<file path="src/rtl/branch_pkg.sv">
// Shared types and constants for the execute-stage branch resolution unit.
package branch_pkg;

   typedef enum logic [2:0] {
      EQ = 3'd0,
      NE = 3'd1,
      C  = 3'd2,
      NC = 3'd3,
      N  = 3'd4,
      GE = 3'd5,
      LT = 3'd6,
      AL = 3'd7
   } cond_e;

   typedef enum logic {
      IDLE   = 1'b0,
      SQUASH = 1'b1
   } br_state_e;

   localparam logic [2:0]  OPC_BL    = 3'b000;
   localparam logic [2:0]  OPC_BCOND = 3'b001;
   localparam logic [15:0] CNT_MAX   = 16'hFFFF;

   function automatic logic [15:0] sat_inc(input logic [15:0] v);
      return (v == CNT_MAX) ? v : v + 16'd1;
   endfunction

endpackage

</file>
<file path="src/rtl/branch_resolver_if.sv">
// Execute-stage branch bus: branch operands in, redirect/LR/flush/statistics out.
interface branch_resolver_if;

   logic        ex_valid;
   logic        ex_is_branch;
   logic        ex_is_bl;
   logic [2:0]  ex_cond;
   logic        ex_pred_taken;
   logic [3:0]  psw_flags;
   logic [15:0] ex_target;
   logic [15:0] ex_lbpc;
   logic [15:0] ex_lbpc_lr;
   logic [15:0] ex_lbpsw;

   logic        redirect_valid;
   logic [15:0] redirect_pc;
   logic        flush;
   logic        psw_restore_valid;
   logic [15:0] psw_restore;
   logic        lr_we;
   logic [15:0] lr_data;
   logic        busy;
   logic [15:0] branch_count;
   logic [15:0] mispredict_count;

   modport master (
      output ex_valid, ex_is_branch, ex_is_bl, ex_cond, ex_pred_taken, psw_flags,
             ex_target, ex_lbpc, ex_lbpc_lr, ex_lbpsw,
      input  redirect_valid, redirect_pc, flush, psw_restore_valid, psw_restore,
             lr_we, lr_data, busy, branch_count, mispredict_count
   );

   modport slave (
      input  ex_valid, ex_is_branch, ex_is_bl, ex_cond, ex_pred_taken, psw_flags,
             ex_target, ex_lbpc, ex_lbpc_lr, ex_lbpsw,
      output redirect_valid, redirect_pc, flush, psw_restore_valid, psw_restore,
             lr_we, lr_data, busy, branch_count, mispredict_count
   );

endinterface

</file>
<file path="src/rtl/branch_cond_eval.sv">
// Combinational branch condition evaluation against PSW flags {V,N,Z,C}.
module branch_cond_eval
   import branch_pkg::*;
(
   input  cond_e      cond,
   input  logic [3:0] psw_flags,
   input  logic       is_bl,
   output logic       taken
);

   logic v, n, z, c;
   assign {v, n, z, c} = psw_flags;

   always_comb begin
      taken = 1'b0;
      if (is_bl) begin
         taken = 1'b1;
      end else begin
         case (cond)
            EQ:      taken = z;
            NE:      taken = ~z;
            C:       taken = c;
            NC:      taken = ~c;
            N:       taken = n;
            GE:      taken = ~(n ^ v);
            LT:      taken = n ^ v;
            AL:      taken = 1'b1;
            default: taken = 1'b0;
         endcase
      end
   end

endmodule

</file>
<file path="src/rtl/branch_resolver.sv">
// Execute-stage branch resolution: mispredict redirect, PSW restore, timed flush,
// BL link-register write and saturating branch statistics.
module branch_resolver
   import branch_pkg::*;
#(
   parameter int unsigned FLUSH_CYCLES = 2
) (
   input logic              clk,
   input logic              rst_n,
   branch_resolver_if.slave bus
);

   localparam logic [2:0] CNT_LOAD = 3'(FLUSH_CYCLES - 1);

   br_state_e   state_q, state_d;
   logic [2:0]  cnt_q, cnt_d;
   logic        redirect_valid_q, redirect_valid_d;
   logic [15:0] redirect_pc_q, redirect_pc_d;
   logic        psw_restore_valid_q, psw_restore_valid_d;
   logic [15:0] psw_restore_q, psw_restore_d;
   logic        lr_we_q, lr_we_d;
   logic [15:0] lr_data_q, lr_data_d;
   logic        flush_q, flush_d;
   logic        busy_q, busy_d;
   logic [15:0] branch_count_q, branch_count_d;
   logic [15:0] mispredict_count_q, mispredict_count_d;

   cond_e       ex_cond_e;
   logic        actual_taken;
   logic        resolve;
   logic        mispredict;
   logic [15:0] corrected_pc;

   assign ex_cond_e = cond_e'(bus.ex_cond);

   branch_cond_eval u_cond (
      .cond      (ex_cond_e),
      .psw_flags (bus.psw_flags),
      .is_bl     (bus.ex_is_bl),
      .taken     (actual_taken)
   );

   // Only IDLE resolves: anything presented during SQUASH is wrong-path.
   assign resolve      = bus.ex_valid & bus.ex_is_branch & (state_q == IDLE);
   assign mispredict   = resolve & (bus.ex_pred_taken != actual_taken);
   assign corrected_pc = actual_taken ? bus.ex_target : bus.ex_lbpc;

   always_comb begin
      state_d             = state_q;
      cnt_d               = cnt_q;
      redirect_valid_d    = mispredict;
      psw_restore_valid_d = mispredict;
      redirect_pc_d       = redirect_pc_q;
      psw_restore_d       = psw_restore_q;
      lr_we_d             = resolve & bus.ex_is_bl;
      lr_data_d           = lr_data_q;
      branch_count_d      = branch_count_q;
      mispredict_count_d  = mispredict_count_q;

      case (state_q)
         IDLE: begin
            if (mispredict) begin
               state_d = SQUASH;
               cnt_d   = CNT_LOAD;
            end
         end
         SQUASH: begin
            if (cnt_q == 3'd0) state_d = IDLE;
            else               cnt_d   = cnt_q - 3'd1;
         end
         default: state_d = IDLE;
      endcase

      if (mispredict) begin
         redirect_pc_d = {corrected_pc[15:1], 1'b0};
         psw_restore_d = bus.ex_lbpsw;
      end
      if (resolve & bus.ex_is_bl) lr_data_d = bus.ex_lbpc_lr;
      if (resolve)                branch_count_d = sat_inc(branch_count_q);
      if (mispredict)             mispredict_count_d = sat_inc(mispredict_count_q);

      // Registered copies of the next state, so flush/busy align with SQUASH.
      flush_d = (state_d == SQUASH);
      busy_d  = (state_d == SQUASH);
   end

   always_ff @(posedge clk) begin
      if (!rst_n) begin
         state_q             <= IDLE;
         cnt_q               <= '0;
         redirect_valid_q    <= 1'b0;
         redirect_pc_q       <= '0;
         psw_restore_valid_q <= 1'b0;
         psw_restore_q       <= '0;
         lr_we_q             <= 1'b0;
         lr_data_q           <= '0;
         flush_q             <= 1'b0;
         busy_q              <= 1'b0;
         branch_count_q      <= '0;
         mispredict_count_q  <= '0;
      end else begin
         state_q             <= state_d;
         cnt_q               <= cnt_d;
         redirect_valid_q    <= redirect_valid_d;
         redirect_pc_q       <= redirect_pc_d;
         psw_restore_valid_q <= psw_restore_valid_d;
         psw_restore_q       <= psw_restore_d;
         lr_we_q             <= lr_we_d;
         lr_data_q           <= lr_data_d;
         flush_q             <= flush_d;
         busy_q              <= busy_d;
         branch_count_q      <= branch_count_d;
         mispredict_count_q  <= mispredict_count_d;
      end
   end

   assign bus.redirect_valid    = redirect_valid_q;
   assign bus.redirect_pc       = redirect_pc_q;
   assign bus.psw_restore_valid = psw_restore_valid_q;
   assign bus.psw_restore       = psw_restore_q;
   assign bus.lr_we             = lr_we_q;
   assign bus.lr_data           = lr_data_q;
   assign bus.flush             = flush_q;
   assign bus.busy              = busy_q;
   assign bus.branch_count      = branch_count_q;
   assign bus.mispredict_count  = mispredict_count_q;

endmodule

</file>
<file path="src/flat_wrapper.sv">
// flat-port wrapper written by rule: the top's interface ports become plain ports
module branch_resolver_flat import branch_pkg::*;
#(
   parameter int unsigned FLUSH_CYCLES = 2
)
  (clk, rst_n, bus_ex_valid, bus_ex_is_branch, bus_ex_is_bl, bus_ex_cond, bus_ex_pred_taken, bus_psw_flags, bus_ex_target, bus_ex_lbpc, bus_ex_lbpc_lr, bus_ex_lbpsw, bus_redirect_valid, bus_redirect_pc, bus_flush, bus_psw_restore_valid, bus_psw_restore, bus_lr_we, bus_lr_data, bus_busy, bus_branch_count, bus_mispredict_count);
  branch_resolver_if bus_i ();
  input logic clk;
  input logic rst_n;
  input wire logic [$bits(bus_i.ex_valid)-1:0] bus_ex_valid;
  input wire logic [$bits(bus_i.ex_is_branch)-1:0] bus_ex_is_branch;
  input wire logic [$bits(bus_i.ex_is_bl)-1:0] bus_ex_is_bl;
  input wire logic [$bits(bus_i.ex_cond)-1:0] bus_ex_cond;
  input wire logic [$bits(bus_i.ex_pred_taken)-1:0] bus_ex_pred_taken;
  input wire logic [$bits(bus_i.psw_flags)-1:0] bus_psw_flags;
  input wire logic [$bits(bus_i.ex_target)-1:0] bus_ex_target;
  input wire logic [$bits(bus_i.ex_lbpc)-1:0] bus_ex_lbpc;
  input wire logic [$bits(bus_i.ex_lbpc_lr)-1:0] bus_ex_lbpc_lr;
  input wire logic [$bits(bus_i.ex_lbpsw)-1:0] bus_ex_lbpsw;
  output wire logic [$bits(bus_i.redirect_valid)-1:0] bus_redirect_valid;
  output wire logic [$bits(bus_i.redirect_pc)-1:0] bus_redirect_pc;
  output wire logic [$bits(bus_i.flush)-1:0] bus_flush;
  output wire logic [$bits(bus_i.psw_restore_valid)-1:0] bus_psw_restore_valid;
  output wire logic [$bits(bus_i.psw_restore)-1:0] bus_psw_restore;
  output wire logic [$bits(bus_i.lr_we)-1:0] bus_lr_we;
  output wire logic [$bits(bus_i.lr_data)-1:0] bus_lr_data;
  output wire logic [$bits(bus_i.busy)-1:0] bus_busy;
  output wire logic [$bits(bus_i.branch_count)-1:0] bus_branch_count;
  output wire logic [$bits(bus_i.mispredict_count)-1:0] bus_mispredict_count;
  assign bus_i.ex_valid = bus_ex_valid;
  assign bus_i.ex_is_branch = bus_ex_is_branch;
  assign bus_i.ex_is_bl = bus_ex_is_bl;
  assign bus_i.ex_cond = bus_ex_cond;
  assign bus_i.ex_pred_taken = bus_ex_pred_taken;
  assign bus_i.psw_flags = bus_psw_flags;
  assign bus_i.ex_target = bus_ex_target;
  assign bus_i.ex_lbpc = bus_ex_lbpc;
  assign bus_i.ex_lbpc_lr = bus_ex_lbpc_lr;
  assign bus_i.ex_lbpsw = bus_ex_lbpsw;
  assign bus_redirect_valid = bus_i.redirect_valid;
  assign bus_redirect_pc = bus_i.redirect_pc;
  assign bus_flush = bus_i.flush;
  assign bus_psw_restore_valid = bus_i.psw_restore_valid;
  assign bus_psw_restore = bus_i.psw_restore;
  assign bus_lr_we = bus_i.lr_we;
  assign bus_lr_data = bus_i.lr_data;
  assign bus_busy = bus_i.busy;
  assign bus_branch_count = bus_i.branch_count;
  assign bus_mispredict_count = bus_i.mispredict_count;
  branch_resolver #(.FLUSH_CYCLES(FLUSH_CYCLES)) u_core (.clk(clk), .rst_n(rst_n), .bus(bus_i));
endmodule
</file>
<file path="config.mk">
export PLATFORM = sky130hd
export DESIGN_NAME = branch_resolver_flat
export DESIGN_NICKNAME = d
export VERILOG_FILES = /design/src/rtl/branch_pkg.sv /design/src/rtl/branch_resolver_if.sv /design/src/rtl/branch_cond_eval.sv /design/src/rtl/branch_resolver.sv /design/src/flat_wrapper.sv
export SDC_FILE = /design/constraint.sdc
export NUM_CORES = 1
export LEC_CHECK = 0
export BUFFER_PORTS_ARGS = -buffer_cell sky130_fd_sc_hd__buf_2
export CORE_UTILIZATION = 33
export CTS_BUF_LIST = sky130_fd_sc_hd__clkbuf_16
export CTS_CLUSTER_SIZE = 28
export DETAILED_ROUTE_END_ITERATION = 7
export HOLD_SLACK_MARGIN = 0.12
export PLACE_DENSITY = 0.62
export SLEW_MARGIN = 30
export SYNTH_ARGS = -nofsm -noshare
export SYNTH_HDL_FRONTEND = slang
export SYNTH_SLANG_ARGS = --single-unit
export TNS_END_PERCENT = 5
</file>
<file path="constraint.sdc">
create_clock -name clk -period 2.82 [get_ports clk]
set_clock_uncertainty 0.15 [all_clocks]
set_input_delay 0.564 -clock clk [delete_from_list [all_inputs] [get_ports clk]]
set_output_delay 0.564 -clock clk [all_outputs]
set_load 0.005 [all_outputs]
</file>
# Word level (Yosys, flattened, before mapping)
# Index checks and enable logic that the tools add are counted.
# Widths: inputs -> output; s select.
# op_classes
n_mux	9
add_sub_neg	3
eq_ne	12
bitwise_logic	11
n_reduce_logical	5
# op_table
cell	n
$add 16x1->16 const B	2
$eq 16x16->1 const B	2
$mux 16	1
$eq 3x3->1 const B	4
$pmux 1 s8	1
$eq 3x2->1 const B	2
$logic_not 3->1	2
$mux 3	2
$not 1->1	6
$pmux 3 s2	1
$reduce_and 2->1	3
$and 1x1->1	4
$eq 3x1->1 const B	1
$mux 1	3
$sub 3x1->3 const B	1
$ne 2x1->1 const B	1
$ne 2x2->1 const B	1
$pmux 1 s2	1
$ne 1x1->1	1
$xor 1x1->1	1
# totals
ff_bits	85
elab_cells	49
inputBits	77
out_inout_bits	85

# Depth between registers and ports, before layout
# Gate-level depths: netlist of run 1.
# depth
depth_word	8
ltp_mapped	8
depth_no_buf	7

# By module
# From an unflattened synthesis of run 1, not the netlist that was laid out.
# unflattened
cells_unflattened	446
area_unflattened_um2	3753.6
# modules_own_cells
mod	area_per_inst_um2	cells_each	seq_area_each_um2	n_inst
branch_resolver	3682.3	437	1701.6	1
branch_cond_eval	71.3	9	0.0	1

# Worst setup path before layout of run 1
# Ideal clock, no wire load.
# synth_path
path_kind	input port to flip-flop
start	in bus_ex_cond[1]
end	reg u_core.mispredict_count_q[9], in the netlist u_core.bus.mispredict_count[9]
stages	7
arrival_ns	2.525
n_path_buf	1
required_ns	2.600
setup_slack_ns	0.074
path_cell_list	mux2i_1 mux2_4 a311oi_4 mux2i_1 clkbuf_1 o21ai_0 a21oi_1
# synth_between
elab_chain_len	6
word_cells_on_any_way	13
# synth_rtl
item	line_no	rtl
start: declaration	flat_wrapper.sv:13	input wire logic [$bits(bus_i.ex_cond)-1:0] bus_ex_cond;
$eq 3x3->1, or another cell as far along	branch_cond_eval.sv:19	case (cond)
$pmux 1 s8 (*)	branch_cond_eval.sv:19	
$mux 1 (*)	branch_cond_eval.sv:16	if (is_bl) begin
$ne 1x1->1 (*)	branch_resolver.sv:45	assign mispredict = resolve & (bus.ex_pred_taken != actual_taken);
$and 1x1->1 (*)	branch_resolver.sv:45	
$reduce_and 2->1 (no source line) (*)	n/a	
end signal: assignment	branch_resolver.sv:113	mispredict_count_q <= mispredict_count_d;
end: declaration	branch_resolver.sv:26	logic [15:0] mispredict_count_q, mispredict_count_d;
# Every way passes the cells marked *; elsewhere a longest branch is shown, timed or not.
# A chain may end at the register's enable or synchronous reset.

# Final worst setup path of run 1
# layout_path
start	in bus_ex_cond[1]
end	reg u_core.mispredict_count_q[15], in the netlist u_core.bus.mispredict_count[15]
# Same word-level chain as after synthesis.

==> results of run 1 <==
## where the power goes
part           internal [mW]  switching (mW)  total, mW
sequential              1.24          0.0194       1.26
combinational          0.122           0.143      0.265
clock                  0.763           0.453       1.22
total                   2.12           0.615       2.74
## critical path, cell delays in order
cell and delay (ps):
buf_2 90, mux2i_1 240, mux2_4 330, a311oi_4 430
xor2_1 250, or4_1 550, a21oi_1 150
## cell type report
cell class / instances / area (sq um) / area share
Clock inverter: 6 / 80.1 / 0.0164
Timing Repair Buffer: 172 / 896 / 0.184
Clock buffer: 9 / 225 / 0.0462
Multi-Input combinational cell: 320 / 1760 / 0.361
Inverter: 11 / 41.3 / 0.00847
Sequential cell: 85 / 1700 / 0.349
Tap cell: 136 / 170 / 0.0349
## routing by layer
metal	up-vias	GRT usage	part of all wire
li1	1847	-	-
met1	1667	0.210	0.45
met5	-	0	0
met3	6	0.0527	0.061
met2	100	0.280	0.48
met4	0	0.0479	0.0078
## cell usage after synthesis, types with 5 or more instances
| master | n |
|---|---|
| nand2_1 | 92 |
| dfxtp_1 | 85 |
| a21oi_1 | 64 |
| o21ai_0 | 26 |
| clkbuf_1 | 22 |
| nor2_1 | 18 |
| o22ai_1 | 14 |
| nand3_1 | 12 |
| or3_1 | 12 |
| inv_1 | 10 |
| xnor2_1 | 8 |
| mux2i_1 | 7 |
| nand2b_1 | 7 |
| o31ai_1 | 7 |
| nand4_1 | 5 |
| nor3_1 | 5 |
## kinds of logic after synthesis
group / share of synthesized area
fa+ha+maj: 0.0139
mux: 0.0267
other cells: 0.00104
buf+inv: 0.0434
simple gates: 0.225
xor+xnor: 0.0267
flops: 0.472
compound gates: 0.191
## through the flow
stage	TNS, ps	util	hold slack (ps)
2_1_floorplan	0	-	303
3_3_place_gp	-94.7	0.437	290
3_5_place_dp	-253	0.437	294
4_1_cts	0	0.466	302
5_1_grt	0	0.466	309
6_report	0	0.466	303
## flip-flops by register name, indices dropped and copies added, names as in the netlist
register and count:
u_core.bus.mispredict_count 16, u_core.state_q 1, u_core.bus.lr_data 16, u_core.bus.psw_restore 16, u_core.bus.lr_we 1, u_core.cnt_q 3
u_core.bus.branch_count 16, u_core.bus.redirect_pc 15, u_core.bus.redirect_valid 1
## how the worst min path moves through the flow
stage	to	slack, ps	cells after the start
floorplan	u_core.bus.lr_data[0]$_SDFFE_PN0P_	300	2
global placement	u_core.bus.psw_restore[2]$_SDFFE_PN0P_	290	2
detailed placement	u_core.bus.psw_restore[6]$_SDFFE_PN0P_	290	2
CTS	u_core.bus.psw_restore[6]$_SDFFE_PN0P_	300	2
global route	u_core.bus.lr_data[8]$_SDFFE_PN0P_	310	3
finish	u_core.bus.psw_restore[6]$_SDFFE_PN0P_	300	2
## placed cells by master (no fill, tap or decap), types with 2 or more instances in the layout
| master | instances |
|---|---|
| a211o_1 | 2 |
| a21oi_1 | 64 |
| o211ai_1 | 2 |
| nand3b_1 | 2 |
| xnor2_1 | 8 |
| buf_2 | 158 |
| bufinv_16 | 2 |
| a31oi_1 | 2 |
| nand2b_1 | 7 |
| nand4_1 | 5 |
| nor3_1 | 5 |
| mux2i_1 | 6 |
| and3_1 | 2 |
| nor2_1 | 18 |
| dfxtp_1 | 85 |
| clkbuf_16 | 9 |
| or4_1 | 4 |
| nand3_1 | 12 |
| nor4_1 | 2 |
| o21ai_0 | 26 |
| o32ai_1 | 2 |
| or2_2 | 2 |
| or3_1 | 12 |
| buf_4 | 14 |
| inv_1 | 11 |
| o22ai_1 | 14 |
| nand2_1 | 92 |
| o31ai_1 | 7 |
| nor2b_1 | 2 |
| xor2_1 | 3 |
| and2_1 | 3 |
| ha_1 | 4 |
==> metrics.cfg, run 1 <==
[floorplan]
start_util=0.345
core.rowCount=37
die_h_um=107
design.die.area_sq_um=11300
die_w_um=107
placeableCoreArea_sq_um=10500
pin_count=162

[synthesis]
syn_inst=443
synth_fp_nets=524
synth_area_sq_um=3610
async_flop_share=0
syn_area_per_cell_sq_um=8.14
dominantRegCellSynth=dfxtp_1
synth_area_leaders=dfxtp_1 (47%), nand2_1 (9.6%), a21oi_1 (8.9%), o21ai_0 (3.6%), o22ai_1 (2.4%)
ys_ff_latch=85
yosysTopAreaCell=dfxtp_1
yosysTopAreaCellShare=0.472
synthDistinctLibCells=43
seq_area_frac_synth=0.472
synth_edf_count=0
ys_warn_count=0

[setup_path]
r2r-end=u_core.bus.mispredict_count[14]$_SDFFE_PN0P_
worstReg2RegStart=u_core.state_q$_SDFF_PN0_
crit_end=u_core.bus.mispredict_count[15]$_SDFFE_PN0P_
r2r_slack_ps=560
crit_fanout=8
end_kind=flip-flop
start_kind=input pin
required_ps=2920
worstSetupPathType=in2reg
reg2reg_depth=7
arrival_ps=2610
crit_start=bus_ex_cond[1]

[power_and_ir_drop]
p_leak_nw=2.11
peakVddDrop_mv=0.343
power_density_nw_per_um2=562
power_mw=2.74

[finish]
antennaDiodeCount=0
drive_above_1_share=0.318
final_area_sq_um=4870
areaGrowthSynthToFinish_pct=35.2
fin_nets=680
fillers=1086
stdcell_count=739

[drt]
vias_per_cell=4.90
post_drt_wl_per_cell_um=12.9
postRouteAntennaNets=0
vias=3620
wl_mm=9.53
drc=0
drt_iter0_drc=120
drtPass1Iterations=4

[sta]
fmax_ghz=0.399
fin_crit_ps=2500
hold_viol=0
setup_viol=0
final_max_slew_viol_count=0
period_share=0.888
grt_setup_unrepaired=no
worst_slack_ps=316
maxSlewHeadroom=0.627
tightest_slew_ps=560

[clock_network]
cts_resized=0
cts_sinks=85
root_buffer=clkbuf_16
path_clk_slew_ps=60
post_cts_buffers=0
cts_max_level=3
cts_hold_buf=0
insertion_delay_ps=330
cts_made_buffers=9
cts_tree=yes
cts_buffer_depth=2

[placed_design]
gp_congestion=0.766
placed_cells=724
port_buffers=158
pre_cts_slack_ps=-42.4
placed_area_sq_um=4570
dp_hpwl_mm=6.97

[global_route]
grt_max_degree=36
track_usage=0.169
antenna_found_initial=0
grt_pass1_wl_mm=15.5
overflow=0
grt_pass1_vias=3347

[worst_hold_path]
hold_path_class=reg2reg
min_from=u_core.bus.psw_restore[6]$_SDFFE_PN0P_

[run_status]
status=finished clean

[flow_run]
drv_cap=0

Power figures use the tool's default switching activity.
==> run 2, diff against run 1 <==
CORE_ASPECT_RATIO = 1.75   (was default)
==> run 2 against run 1 <==
Largest cell class unchanged. Flip-flop and latch count unchanged. Highest routed layer unchanged. Register-to-register slack hardly changed. Power increased by 3.4%. Cell count shrank 0.68%.
==> metrics.cfg, run 2 (same netlist as run 1, synthesis figures left out) <==
[power_and_ir_drop]
power_mw=2.83  ; was 2.74 mW
peakVddDrop_mv=0.365  ; was 0.343 mV
power_density_nw_per_um2=576  ; was 562 nW/um^2
p_leak_nw=2.13  ; was 2.11 nW

[floorplan]
start_util=0.339  ; was 0.345
design.die.area_sq_um=11400  ; was 11300 sq um
core.rowCount=50  ; was 37
die_h_um=140  ; was 107 um
pin_count=162  ; unchanged
placeableCoreArea_sq_um=10600  ; was 10500 sq um
die_w_um=81.0  ; was 107 um

[drt]
post_drt_wl_per_cell_um=13.2  ; was 12.9 um
wl_mm=9.70  ; was 9.53 mm
drt_iter0_drc=103  ; was 120
postRouteAntennaNets=0  ; unchanged
drc=0  ; unchanged
drtPass1Iterations=4  ; unchanged
vias_per_cell=4.99  ; was 4.90
vias=3664  ; was 3620

[sta]
setup_viol=0  ; unchanged
maxSlewHeadroom=0.580  ; was 0.627
grt_setup_unrepaired=no  ; unchanged
fin_setup_tns_ps=0  ; unchanged
period_share=0.880  ; was 0.888
fin_crit_ps=2480  ; was 2500 ps
fmax_ghz=0.403  ; was 0.399 GHz
final_max_slew_viol_count=0  ; unchanged
hold_viol=0  ; unchanged
tightest_slew_ps=630  ; was 560 ps
hold_ws_ps=301  ; was 303 ps

[finish]
drive_above_1_share=0.323  ; was 0.318
fillers=1098  ; was 1086
areaGrowthSynthToFinish_pct=36.4  ; was 35.2%
final_cell_mix=buf_2 (158), nand2_1 (92), dfxtp_1 (85), a21oi_1 (64), o21ai_0 (26)  ; unchanged
fin_nets=680  ; unchanged
final_util=0.462  ; was 0.466
antennaDiodeCount=0  ; unchanged
final_common_cell=buf_2  ; unchanged

[clock_network]
cts_buffer_depth=2  ; unchanged
cts_max_level=3  ; unchanged
root_buffer=clkbuf_16  ; unchanged
cts_sinks=85  ; unchanged
cts_tree=yes  ; unchanged
cts_resized=0  ; unchanged
cts_hold_buf=0  ; unchanged
cts_made_buffers=9  ; unchanged
insertion_delay_ps=330  ; about the same
path_clk_slew_ps=70  ; was 60 ps
post_cts_buffers=0  ; unchanged

[global_route]
antenna_found_initial=0  ; unchanged
met3_usage=0.0404  ; was 0.0527
grtUsageMet1=0.181  ; was 0.210
grt_max_degree=60  ; was 36
track_usage=0.174  ; was 0.169
grt_pass1_wl_mm=15.3  ; was 15.5 mm
grt_pass1_vias=3346  ; was 3347
grtUsageMet2=0.321  ; was 0.280
overflow=0  ; unchanged
busiest_layer=met2  ; unchanged

[setup_path]
start_kind=input pin  ; unchanged
cp_slowest_stage_delay_ps=460  ; was 550 ps
crit_family=multiplexers  ; was compound AO/OA/AOI/OAI gates
arrival_ps=2590  ; was 2610 ps
required_ps=2930  ; was 2920 ps
worstSetupPathType=in2reg  ; unchanged
path_buf_inv=3  ; was 1
crit_fanout=10  ; was 8
slowest_stage=or4_1  ; unchanged
crit_chain=buf_2 -> mux2i_1 -> mux2_4 -> a311oi_4 -> buf_12 -> mux2i_1 -> buf_4 -> or4_1 -> a21oi_1  ; was buf_2 -> mux2i_1 -> mux2_4 -> a311oi_4 -> xor2_1 -> or4_1 -> a21oi_1
cpMostUsedCell=mux2i_1
end_kind=flip-flop  ; unchanged

[placed_design]
dp_hpwl_mm=7.11  ; was 6.97 mm
gp_congestion=0.773  ; was 0.766
port_buffers=158  ; unchanged

[worst_hold_path]
hold_path_class=reg2reg  ; unchanged

[run_status]
status=finished clean  ; unchanged

[flow_run]
drv_cap=0  ; unchanged

## run 2: cell types whose count changed in the layout (fill, tap and decap cells not counted), sizes merged
cell	change
clkinvlp	-1
inv	+2
## run 2: per-stage QoR
| step | setup WS, ps | cell area, sq um | instances |
|---|---|---|---|
| after detailed placement | -36.4 | 4590 | 718 |
| after global placement | 6.93 | 4590 | 718 |
| after global routing | 238 | 4920 | 734 |
| final | 339 | 4920 | 734 |
| after CTS | 303 | 4920 | 734 |
| after floorplan | 74.4 | 3610 | 443 |
## run 2: per-layer routing
metal	wire (um)	vias to the layer above
met1	3800	1703
met3	439	12
met4	182	0
li1	-	1852
met2	5270	97
met5	0	-
## run 2: power breakdown
group,switching (mW),internal (mW),leakage (nW)
Combinational,0.146,0.129,1.28
Clock,0.507,0.791,0.163
Sequential,0.0200,1.24,0.689
Total,0.673,2.16,2.13
## run 2: final cells by class
type | instances | area [sq um] | share of cell area
Inverter | 11 | 41.3 | 0.00839
Clock inverter | 7 | 106 | 0.0216
Tap cell | 130 | 163 | 0.0331
Timing Repair Buffer | 172 | 921 | 0.187
Sequential cell | 85 | 1700 | 0.346
Multi-Input combinational cell | 320 | 1760 | 0.358
Clock buffer | 9 | 225 | 0.0458
## run 2: tightest hold or removal path, cell delays in order, from the launching register on
cell and delay, ps:
dfxtp_1 310, nand2_1 50, a21oi_1 50
## run 2: final timing paths
kind | end | slack [ps] | cells after the start | from
setup / recovery | u_core.bus.mispredict_count[14]$_SDFFE_PN0P_ | 340 | 9 | bus_ex_cond[1]
hold / removal | u_core.bus.psw_restore[0]$_SDFFE_PN0P_ | 300 | 2 | u_core.bus.psw_restore[0]$_SDFFE_PN0P_
setup reg to reg | u_core.bus.mispredict_count[14]$_SDFFE_PN0P_ | 570 | 7 | u_core.state_q$_SDFF_PN0_
hold reg to reg | u_core.bus.psw_restore[0]$_SDFFE_PN0P_ | 300 | 2 | u_core.bus.psw_restore[0]$_SDFFE_PN0P_
==> run 3, diff against run 2 <==
PLACE_DENSITY = 0.61   (was 0.62)
SYNTH_HIERARCHICAL = 1   (was default)
==> run 3 against run 2 <==
Synthesized area is 4.1% higher. Sequential share of layout area shrank 0.37 points. Combinational power is 3% lower. Sequential power hardly changed. Worst setup slack worse by 110 ps. Critical path type unchanged.
==> metrics.cfg, run 3 <==
[run_status]
status=finished clean  ; unchanged

[setup_path]
arrival_ps=2700  ; was 2590 ps
end_kind=flip-flop  ; unchanged
start_kind=input pin  ; unchanged
r2r_slack_ps=710  ; was 570 ps
crit_fanout=7  ; was 10
crit_chain=buf_2 -> mux2_2 -> o21ai_0 -> o221ai_2 -> xnor2_1 -> or3_1 -> or4_1 -> a21oi_1  ; was buf_2 -> mux2i_1 -> mux2_4 -> a311oi_4 -> buf_12 -> mux2i_1 -> buf_4 -> or4_1 -> a21oi_1
cp_slowest_stage_delay_ps=530  ; was 460 ps
reg2reg_depth=5  ; was 7
r2r-end=u_core/bus.mispredict_count[8]$_SDFFE_PN0P_  ; was u_core.bus.mispredict_count[14]$_SDFFE_PN0P_
required_ps=2920  ; was 2930 ps
slowest_stage=or4_1  ; unchanged
worstReg2RegStart=u_core/bus.mispredict_count[0]$_SDFFE_PN0P_  ; was u_core.state_q$_SDFF_PN0_
worstSetupPathType=in2reg  ; unchanged

[finish]
final_cell_mix=buf_2 (158), dfxtp_1 (85), nand2_1 (82), a21oi_1 (54), nor2_1 (26)  ; was buf_2 (158), nand2_1 (92), dfxtp_1 (85), a21oi_1 (64), o21ai_0 (26)
fin_nets=678  ; was 680
antennaDiodeCount=0  ; unchanged
final_util=0.448  ; was 0.462
stdcell_count=734  ; unchanged
final_common_cell=buf_2  ; unchanged
drive_above_1_share=0.322  ; was 0.323
multi_input_area_sq_um=1900  ; was 1760 sq um
final_area_sq_um=4970  ; was 4920 sq um
final-seq-area_sq_um=1700  ; unchanged
areaGrowthSynthToFinish_pct=32.5  ; was 36.4%
fillers=1172  ; was 1098

[sta]
setup_viol=0  ; unchanged
fin_crit_ps=2590  ; was 2480 ps
final_max_slew_viol_count=0  ; unchanged
tightest_slew_ps=715  ; was 630 ps
fmax_ghz=0.386  ; was 0.403 GHz
period_share=0.919  ; was 0.880
grt_setup_unrepaired=no  ; unchanged
hold_ws_ps=305  ; was 301 ps
fin_setup_tns_ps=0  ; unchanged
worst_slack_ps=229  ; was 339 ps
hold_viol=0  ; unchanged
maxSlewHeadroom=0.523  ; was 0.580

[clock_network]
cts_resized=0  ; unchanged
cts_max_level=3  ; unchanged
path_clk_slew_ps=70  ; about the same
post_cts_buffers=0  ; unchanged
cts_tree=yes  ; unchanged
cts_sinks=85  ; unchanged
cts_hold_buf=0  ; unchanged
root_buffer=clkbuf_16  ; unchanged
cts_buffer_depth=2  ; unchanged
insertion_delay_ps=330  ; about the same
cts_made_buffers=9  ; unchanged

[floorplan]
core.rowCount=51  ; was 50
placeableCoreArea_sq_um=11100  ; was 10600 sq um
die_h_um=143  ; was 140 um
design.die.area_sq_um=11800  ; was 11400 sq um
pin_count=162  ; unchanged
die_w_um=82.6  ; was 81.0 um
start_util=0.338  ; was 0.339

[synthesis]
synth_fp_nets=527  ; was 524
synth_common_cells=dfxtp_1 (85), nand2_1 (82), a21oi_1 (54)  ; was nand2_1 (92), dfxtp_1 (85), a21oi_1 (64)
yosysTopAreaCell=dfxtp_1  ; unchanged
ys_warn_count=6  ; was 0
seq_area_frac_synth=0.453  ; was 0.472
syn_area_per_cell_sq_um=8.42  ; was 8.14 sq um
syn_inst=446  ; was 443
dominantRegCellSynth=dfxtp_1  ; unchanged
yosysTopAreaCellShare=0.453  ; was 0.472
synthDistinctLibCells=48  ; was 43
synth_edf_count=0  ; unchanged
synth_area_leaders=dfxtp_1 (45%), nand2_1 (8.2%), a21oi_1 (7.2%), mux2i_1 (5.9%), a211oi_1 (3.2%)  ; was dfxtp_1 (47%), nand2_1 (9.6%), a21oi_1 (8.9%), o21ai_0 (3.6%), o22ai_1 (2.4%)
synth_area_sq_um=3750  ; was 3610 sq um
ys_ff_latch=85  ; unchanged
synth.most_common_cell=dfxtp_1  ; was nand2_1
async_flop_share=0  ; unchanged

[placed_design]
port_buffers=158  ; unchanged
dp_hpwl_mm=7.60  ; was 7.11 mm
placed_cells=718  ; unchanged
placed_area_sq_um=4700  ; was 4590 sq um
pre_cts_slack_ps=-106  ; was -36.4 ps
gp_congestion=0.759  ; was 0.773

[drt]
drt_iter0_drc=122  ; was 103
drc=0  ; unchanged
vias=3785  ; was 3664
postRouteAntennaNets=0  ; unchanged
vias_per_cell=5.16  ; was 4.99
drtPass1Iterations=4  ; unchanged
post_drt_wl_per_cell_um=14.3  ; was 13.2 um
wl_mm=10.5  ; was 9.70 mm

[power_and_ir_drop]
power_density_nw_per_um2=526  ; was 576 nW/um^2
power_mw=2.61  ; was 2.83 mW
p_leak_nw=2.16  ; was 2.13 nW
peakVddDrop_mv=0.367  ; was 0.365 mV

[global_route]
grt_max_degree=49  ; was 60
antenna_found_initial=0  ; unchanged
grt_pass1_vias=3488  ; was 3346
track_usage=0.181  ; was 0.174
grt_pass1_wl_mm=16.3  ; was 15.3 mm
overflow=0  ; unchanged

[worst_hold_path]
hold_path_class=reg2reg  ; unchanged
hold_depth=2  ; unchanged
min_from=u_core/bus.psw_restore[2]$_SDFFE_PN0P_  ; was u_core.bus.psw_restore[0]$_SDFFE_PN0P_
min_to=u_core/bus.psw_restore[2]$_SDFFE_PN0P_  ; was u_core.bus.psw_restore[0]$_SDFFE_PN0P_

[flow_run]
drv_cap=0  ; unchanged

==> run 3: changes by cell type after synthesis, sizes merged, moves of 9 or more <==
cell    previous run  this run
o21ai             26         8
a211oi             0        16
mux2i              7        22
o22ai             14         0
a21oi             64        54
nand2             92        82
nor2              18        27
==> run 3: power by group <==
| part | total [mW] | switching (mW) | internal (mW) | leakage, nW |
|---|---|---|---|---|
| clock network | 1.09 | 0.487 | 0.601 | 0.138 |
| logic | 0.267 | 0.141 | 0.126 | 1.33 |
| registers | 1.26 | 0.0198 | 1.24 | 0.689 |
| total | 2.61 | 0.648 | 1.97 | 2.16 |
==> run 3: worst max-delay path by stage <==
stage	from	to	slack (ps)	cells past startpoint
final	bus_psw_flags[3]	u_core/bus.mispredict_count[8]$_SDFFE_PN0P_	230	8
after global routing	bus_ex_cond[1]	u_core/bus.mispredict_count[10]$_SDFFE_PN0P_	80	9
after CTS	bus_ex_cond[1]	u_core/bus.mispredict_count[8]$_SDFFE_PN0P_	230	8
after detailed placement	bus_psw_flags[3]	u_core/bus.mispredict_count[8]$_SDFFE_PN0P_	-110	8
after global placement	bus_ex_cond[1]	u_core/bus.mispredict_count[8]$_SDFFE_PN0P_	-80	8
after floorplan	bus_ex_cond[1]	u_core/bus.mispredict_count[8]$_SDFFE_PN0P_	5	9
==> run 3: layer usage <==
metal	track usage	up-vias	share of wire
li1	-	1909	-
met1	0.199	1746	0.38
met2	0.321	116	0.54
met3	0.0371	14	0.055
met4	0.0826	0	0.019
met5	0	-	0
==> run 3: cell families after synthesis <==
| kind of cell | count (synthesis) | synth area share |
|---|---|---|
| buffers and inverters | 38 | 0.0437 |
| other | 1 | 0.000999 |
| DFF | 85 | 0.453 |
| muxes | 23 | 0.0617 |
| adders and majority gates | 4 | 0.0133 |
| and+or+nand+nor | 185 | 0.243 |
| xor gates and xnor gates | 3 | 0.00700 |
| AOI/OAI and AO/OA | 107 | 0.177 |
==> run 3: critical path, delay by kind of cell <==
kind | cells | cell delay [ps]
and+or+nand+nor | 2 | 1000
AOI/OAI and AO/OA | 3 | 530
muxes | 1 | 320
xor gates and xnor gates | 1 | 180
buffers and inverters | 1 | 100
==> run 3: area by class of cell <==
class	instances	share of cell area
clock buffers	9	0.0453
well taps	132	0.0332
clock inverters	7	0.0103
repair buffers	171	0.181
flip-flops and latches	85	0.342
multi-input cells	323	0.382
inverters	7	0.00528
